`config.mk`:
```
export PLATFORM = sky130hd
export DESIGN_NAME = ram_arbiter
export DESIGN_NICKNAME = d
export VERILOG_FILES = /design/src/rtl/ram_arbiter.sv
export SDC_FILE = /design/constraint.sdc
export NUM_CORES = 1
export LEC_CHECK = 0
export ABC_AREA = 1
export CAP_MARGIN = 20
export CORE_AREA = 2 2 157 159
export CTS_CLUSTER_SIZE = 20
export DETAILED_ROUTE_END_ITERATION = 8
export DIE_AREA = 0 0 159 161
export GPL_TIMING_DRIVEN = 0
export PLACE_DENSITY = 0.51
export SKIP_LAST_GASP = 1
export SLEW_MARGIN = 40
export SYNTH_ARGS = -nofsm -noshare
export SYNTH_HDL_FRONTEND = slang
export SYNTH_SLANG_ARGS = --single-unit
```
`constraint.sdc`:
```
create_clock -name CLK -period 1.4 [get_ports CLK]
set_input_delay 0.28 -clock CLK [delete_from_list [all_inputs] [get_ports CLK]]
set_output_delay 0.28 -clock CLK [all_outputs]
set_load 0.05 [all_outputs]
```
`src/rtl/ram_arbiter.sv`:
```
// ram_arbiter
//   Round-robin arbiter/sequencer sharing one single-port RAM between NREQ
//   requesters (default order: 0=icache0, 1=dcache0, 2=icache1, 3=dcache1).
//   A grant is made in IDLE and held in XFER until the RAM answers ACCESS or
//   ERROR, or until the granted requester withdraws. One IDLE bubble always
//   separates two transfers.
//
//   Optional feature macro: RAM_ARB_TIMEOUT_EN
//     When defined, a transfer that sees neither ACCESS nor ERROR for TIMEOUT
//     XFER cycles is released and reported through xfer_err. When undefined,
//     XFER waits indefinitely and TIMEOUT has no effect.
//
// Ports
//   CLK, RST            clock, synchronous active-high reset
//   req_ren/req_wen     per-requester read/write request (write wins)
//   req_addr/req_store  flattened per-requester address / write data
//   req_wait            1 = requester must hold its request
//   req_load            RAM read data broadcast to all requesters
//   ramREN/ramWEN       RAM enables, ramaddr/ramstore RAM address/data
//   ramload/ramstate    RAM read data and status (0 FREE,1 BUSY,2 ACCESS,3 ERROR)
//   grant_vld/grant_id  registered grant status
//   xfer_err            one-cycle pulse after an ERROR (or timeout) release
module ram_arbiter #(
    parameter int NREQ    = 4,
    parameter int ADDR_W  = 32,
    parameter int DATA_W  = 32,
    parameter int TIMEOUT = 64,
    localparam int IDW    = (NREQ > 1) ? $clog2(NREQ) : 1
) (
    input  logic                     CLK,
    input  logic                     RST,
    input  logic [NREQ-1:0]          req_ren,
    input  logic [NREQ-1:0]          req_wen,
    input  logic [NREQ*ADDR_W-1:0]   req_addr,
    input  logic [NREQ*DATA_W-1:0]   req_store,
    output logic [NREQ-1:0]          req_wait,
    output logic [DATA_W-1:0]        req_load,
    output logic                     ramREN,
    output logic                     ramWEN,
    output logic [ADDR_W-1:0]        ramaddr,
    output logic [DATA_W-1:0]        ramstore,
    input  logic [DATA_W-1:0]        ramload,
    input  logic [1:0]               ramstate,
    output logic                     grant_vld,
    output logic [IDW-1:0]           grant_id,
    output logic                     xfer_err
);

    localparam logic [1:0] RS_ACCESS = 2'd2;
    localparam logic [1:0] RS_ERROR  = 2'd3;

    typedef enum logic {IDLE, XFER} state_t;

    state_t          state_q;
    logic [IDW-1:0]  rr_ptr_q;
    logic [IDW-1:0]  grant_id_q;
    logic            grant_vld_q;
    logic            xfer_err_q;

`ifdef RAM_ARB_TIMEOUT_EN
    localparam int CNT_W = $clog2(TIMEOUT) + 1;
    logic [CNT_W-1:0] cnt_q;
`endif

    logic [NREQ-1:0] req;
    logic [IDW-1:0]  winner_d;
    logic            found;
    logic            g_req, g_ren, g_wen;
    logic            timeout_hit;
    logic            rel_ok, rel_err;
    logic [IDW-1:0]  rr_ptr_d;

    always_comb begin
        req      = req_ren | req_wen;
        winner_d = '0;
        found    = 1'b0;
        // First requester at or after rr_ptr, wrapping modulo NREQ.
        for (int k = 0; k < NREQ; k++) begin
            if (!found && req[(int'(rr_ptr_q) + k) % NREQ]) begin
                found    = 1'b1;
                winner_d = IDW'((int'(rr_ptr_q) + k) % NREQ);
            end
        end

        g_req = req[grant_id_q];
        g_ren = req_ren[grant_id_q];
        g_wen = req_wen[grant_id_q];

`ifdef RAM_ARB_TIMEOUT_EN
        timeout_hit = (cnt_q == CNT_W'(TIMEOUT - 1));
`else
        timeout_hit = 1'b0;
`endif

        // A withdrawn request ends the transfer silently, so it masks release.
        rel_ok  = grant_vld_q && g_req && (ramstate == RS_ACCESS);
        rel_err = grant_vld_q && g_req && !rel_ok &&
                  ((ramstate == RS_ERROR) || timeout_hit);

        rr_ptr_d = (grant_id_q == IDW'(NREQ - 1)) ? '0 : grant_id_q + IDW'(1);

        req_wait = req;
        if (rel_ok || rel_err)
            req_wait[grant_id_q] = 1'b0;

        // RAM side follows the granted requester's live request lines.
        ramWEN   = grant_vld_q && g_wen;
        ramREN   = grant_vld_q && g_ren && !g_wen;
        ramaddr  = grant_vld_q ? req_addr[int'(grant_id_q)*ADDR_W +: ADDR_W]   : '0;
        ramstore = grant_vld_q ? req_store[int'(grant_id_q)*DATA_W +: DATA_W] : '0;
    end

    always_ff @(posedge CLK) begin
        if (RST) begin
            state_q     <= IDLE;
            rr_ptr_q    <= '0;
            grant_vld_q <= 1'b0;
            grant_id_q  <= '0;
            xfer_err_q  <= 1'b0;
`ifdef RAM_ARB_TIMEOUT_EN
            cnt_q       <= '0;
`endif
        end else begin
            xfer_err_q <= 1'b0;
            case (state_q)
                IDLE: begin
                    if (found) begin
                        state_q     <= XFER;
                        grant_vld_q <= 1'b1;
                        grant_id_q  <= winner_d;
`ifdef RAM_ARB_TIMEOUT_EN
                        cnt_q       <= '0;
`endif
                    end
                end
                XFER: begin
                    if (!g_req) begin
                        state_q     <= IDLE;
                        grant_vld_q <= 1'b0;
                    end else if (rel_ok) begin
                        state_q     <= IDLE;
                        grant_vld_q <= 1'b0;
                        rr_ptr_q    <= rr_ptr_d;
                    end else if (rel_err) begin
                        state_q     <= IDLE;
                        grant_vld_q <= 1'b0;
                        rr_ptr_q    <= rr_ptr_d;
                        xfer_err_q  <= 1'b1;
                    end else begin
`ifdef RAM_ARB_TIMEOUT_EN
                        cnt_q <= cnt_q + CNT_W'(1);
`endif
                    end
                end
                default: begin
                    state_q     <= IDLE;
                    grant_vld_q <= 1'b0;
                end
            endcase
        end
    end

    assign req_load  = ramload;
    assign grant_vld = grant_vld_q;
    assign grant_id  = grant_id_q;
    assign xfer_err  = xfer_err_q;

endmodule

```
==> flow_metrics.tcl <==
set metrics [dict create \
    dieArea_sq_um 25600 \
    core_sq_um 24000 \
    hp-start "state_q$_SDFF_PP0_" \
    rsz0062_at_grt "yes" \
    max_freq_mhz 509 \
    grt_pass1_wl_um 35000 \
    h-tree-depth 1 \
    switching_power_uw 3640 \
    startpoint_type "register" \
    power.leakage_uw 0.00366 \
    syn_area_sq_um 3140 \
    die_w_um 159 \
    drt_pass1_iterations 4 \
    switching_share_pct 52.9 \
    r2r_slack_ns -0.22 \
    grt_pass1_vias 5828 \
    power.internal_uw 3240 \
    ant_nets 0 \
    pwr-share-comb_pct 88.9 \
    area_delta_synth_final_pct 206 \
    synth_compound_area_share_pct 34.8 \
    synthAdderAreaFrac_pct 1.59 \
    dp_hpwl_um 18700 \
    outcome "finished with violations" \
    grt_usage_pct 17.4 \
    avgSynthCellArea_sq_um 4.83 \
    rr_endpoint "state_q$_SDFF_PP0_" \
    period_share_pct 140 \
    ir_drop_mv 0.343 \
    synth_cell_types 29 \
    cp.arrival_ns 1.69 \
    io_buffers 373 \
    die_y_um 161 \
    num_antenna_cells 0 \
    viasPerCell 4.21 \
    cts_tree "done" \
    multiInputGateArea_sq_um 3810 \
    syn_inst 650 \
    cp-end-kind "output port" \
    syn-num-nets 954 \
    critPathMaxStageDelay_ns 0.35 \
    slew_headroom_pct 58.4 \
    rows 57 \
    numClockSinks 7 \
    grt_max_degree 12 \
    clock_path_buffers 2 \
    cts_root_buffer "clkbuf_16" \
    setup_slack_ns -0.566 \
    crit_start "grant_id[0]$_SDFFE_PP0P_" \
    clk_pin_slew_worst_paths_ns 0.04 \
    synth.largest_area_cell "nor2_1" \
    dpl_cell_area_sq_um 8250 \
    ys_top_cells_by_area "nor2_1 (32%), o21ai_0 (21%), a21oi_1 (12%)" \
    nets 1366 \
    num_vias 5830 \
    synthSimpleGateAreaFrac_pct 43.2 \
    period_minus_slack_ns 1.97 \
    path_class "register to output port" \
    wl_per_cell_um 17.5 \
    ys_ff_latch 7 \
    yosysTopAreaCellShare_pct 32.1 \
    initialDrtViolationCount 230 \
    seq_area_frac_synth_pct 4.46 \
    dpl_worst_slack_ns -1.65 \
    clk_latency_ns 0.24 \
    failed_checks "setup timing" \
    r2r_cells 11 \
    reg2reg_from "grant_id[0]$_SDFFE_PP0P_" \
    hold_path_class "register to register" \
    maxCapViolCount 0 \
    holdPathStages 2 \
    grt_antenna_before_repair 0 \
    worstPathMaxFanout 10 \
    finalSetupViolCount 77 \
    drv_slew 0 \
    worstPathRequired_ns 1.12 \
    cp_cell_sequence "buf_12 > buf_12 > buf_8 > nor2_1 > nor2_2 > o21ai_2 > a21oi_4 > buf_8" \
    worstMarginPinSlew_ns 0.623 \
    muxShareOfSynthArea_pct 0 \
    wl_um 24200 \
    seqCellArea_sq_um 156 \
    finalHoldViolations 0 \
    p_clk_share_pct 7.4 \
    finClkSkew_ns 0.000740 \
    worstHoldEndpoint "xfer_err$_SDFF_PP0_" \
    nFillCells 2545 \
    synth-xor-area-share_pct 0 \
    grt-ovfl-total 0 \
    gp_congestion 0.845 \
    stdcell_area_sq_um 9620 \
    drive_gt1_share_pct 38.5 \
    yosysWarnings 0 \
    cts_made_buffers 3 \
    crit_slowest_cell "dfxtp_4" \
    start_util_pct 13.1 \
    p_seq_share_pct 3.6 \
    synth_top_family_by_area "simple AND/OR/NAND/NOR gates" \
    drc 0 \
    hold_buffers 0 \
    ios 406 \
    power_density_nw_per_um2 715 \
]
==> worst max-delay path by stage <==
stage	to	slack, ns	cells past startpoint
after floorplan	ramaddr[3]	-0.31	7
after global placement	ramaddr[31]	-1.67	6
after detailed placement	ramaddr[31]	-1.65	6
after CTS	ramaddr[31]	-0.61	8
after global routing	ramREN	-0.63	8
final	ramaddr[0]	-0.57	8
==> cell usage in the layout (no fill, tap or decap), drive strengths merged, types with 4 or more instances in the layout <==
master | Yosys | final
nor2 | 274 | 274
clkdlybuf4s50 | 0 | 259
buf | 55 | 171
o21ai | 135 | 135
a21oi | 75 | 75
nand2 | 46 | 46
dlygate4sd2 | 0 | 33
clkbuf | 28 | 28
nand3 | 13 | 13
inv | 8 | 8
dfxtp | 7 | 7
ha | 4 | 4
==> timing repair <==
item,CTS,global route
gates resized for setup,759,96
endpoints found under the setup margin,113,77
pin swaps,41,35
cloned,4,6
buffers inserted,24,0
==> layout make-up <==
| type | instances | share of cell area (%) |
|---|---|---|
| inverters | 8 | 0.494 |
| plain buffers | 83 | 8.49 |
| well taps | 324 | 4.21 |
| repair buffers | 407 | 44.7 |
| multi-input cells | 552 | 39.7 |
| flip-flops and latches | 7 | 1.63 |
| clock buffers | 4 | 0.819 |
==> metal layers <==
layer | track usage, % | vias up | part of all wire (%) | routed length, um
met4 | 2.56 | 0 | 1.2 | 285
met2 | 32.2 | 216 | 52 | 12600
met1 | 21.6 | 2662 | 41 | 9910
li1 | - | 2935 | - | -
met5 | 0 | - | 0 | 0
met3 | 2.77 | 17 | 5.8 | 1400
==> critical path: cells and delay by family (launching register included) <==
| kind | cells | cell delay [ns] |
|---|---|---|
| buffers and inverters | 4 | 0.61 |
| flip-flops | 1 | 0.35 |
| AND/OR/NAND/NOR | 2 | 0.22 |
| AO/OA/AOI/OAI | 2 | 0.25 |
==> logic make-up after synthesis <==
logic type / Yosys count
AOI/OAI and AO/OA: 213
buffers and inverters: 91
DFF: 7
adders and majority gates: 4
and+or+nand+nor: 335
==> state kept, by name, indices dropped and copies added, names as in the netlist <==
name and count:
rr_ptr_q 2, grant_vld 1, state_q 1, xfer_err 1
grant_id 2
==> stage by stage <==
stage | TNS, ns | instances | power, uW | hold WS [ns] | util (%)
after floorplan | -22.34 | 650 | 3540 | 0.408 | -
after global placement | -93.85 | 1347 | 5470 | 0.577 | 34.4
after detailed placement | -93.71 | 1347 | 5480 | 0.583 | 34.4
after CTS | -38.75 | 1379 | 6630 | 0.561 | 38.4
after global routing | -41.24 | 1385 | 7240 | 0.613 | 40.1
final | -36.15 | 1385 | 6880 | 0.575 | 40.1
==> synth_stat cells, drive strengths merged <==
cell    count
clkbuf     28
a21oi      75
o21ai     135
nand2      46
buf        55
inv         8
ha          4
a32o        1
nand4       1
o21a        1
a21o        1
nor2      274
nand3      13
dfxtp       7
nand3b      1
==> power groups by stage <==
stage / clock network (uW) / registers [uW] / logic [uW]
after floorplan: 0 / 290 / 3250
after detailed placement: 0 / 258 / 5220
final: 510 / 250 / 6120
after global placement: 0 / 258 / 5210
after global routing: 516 / 254 / 6480
after CTS: 507 / 250 / 5870
Note: power is estimated with default switching activity, not from simulation.
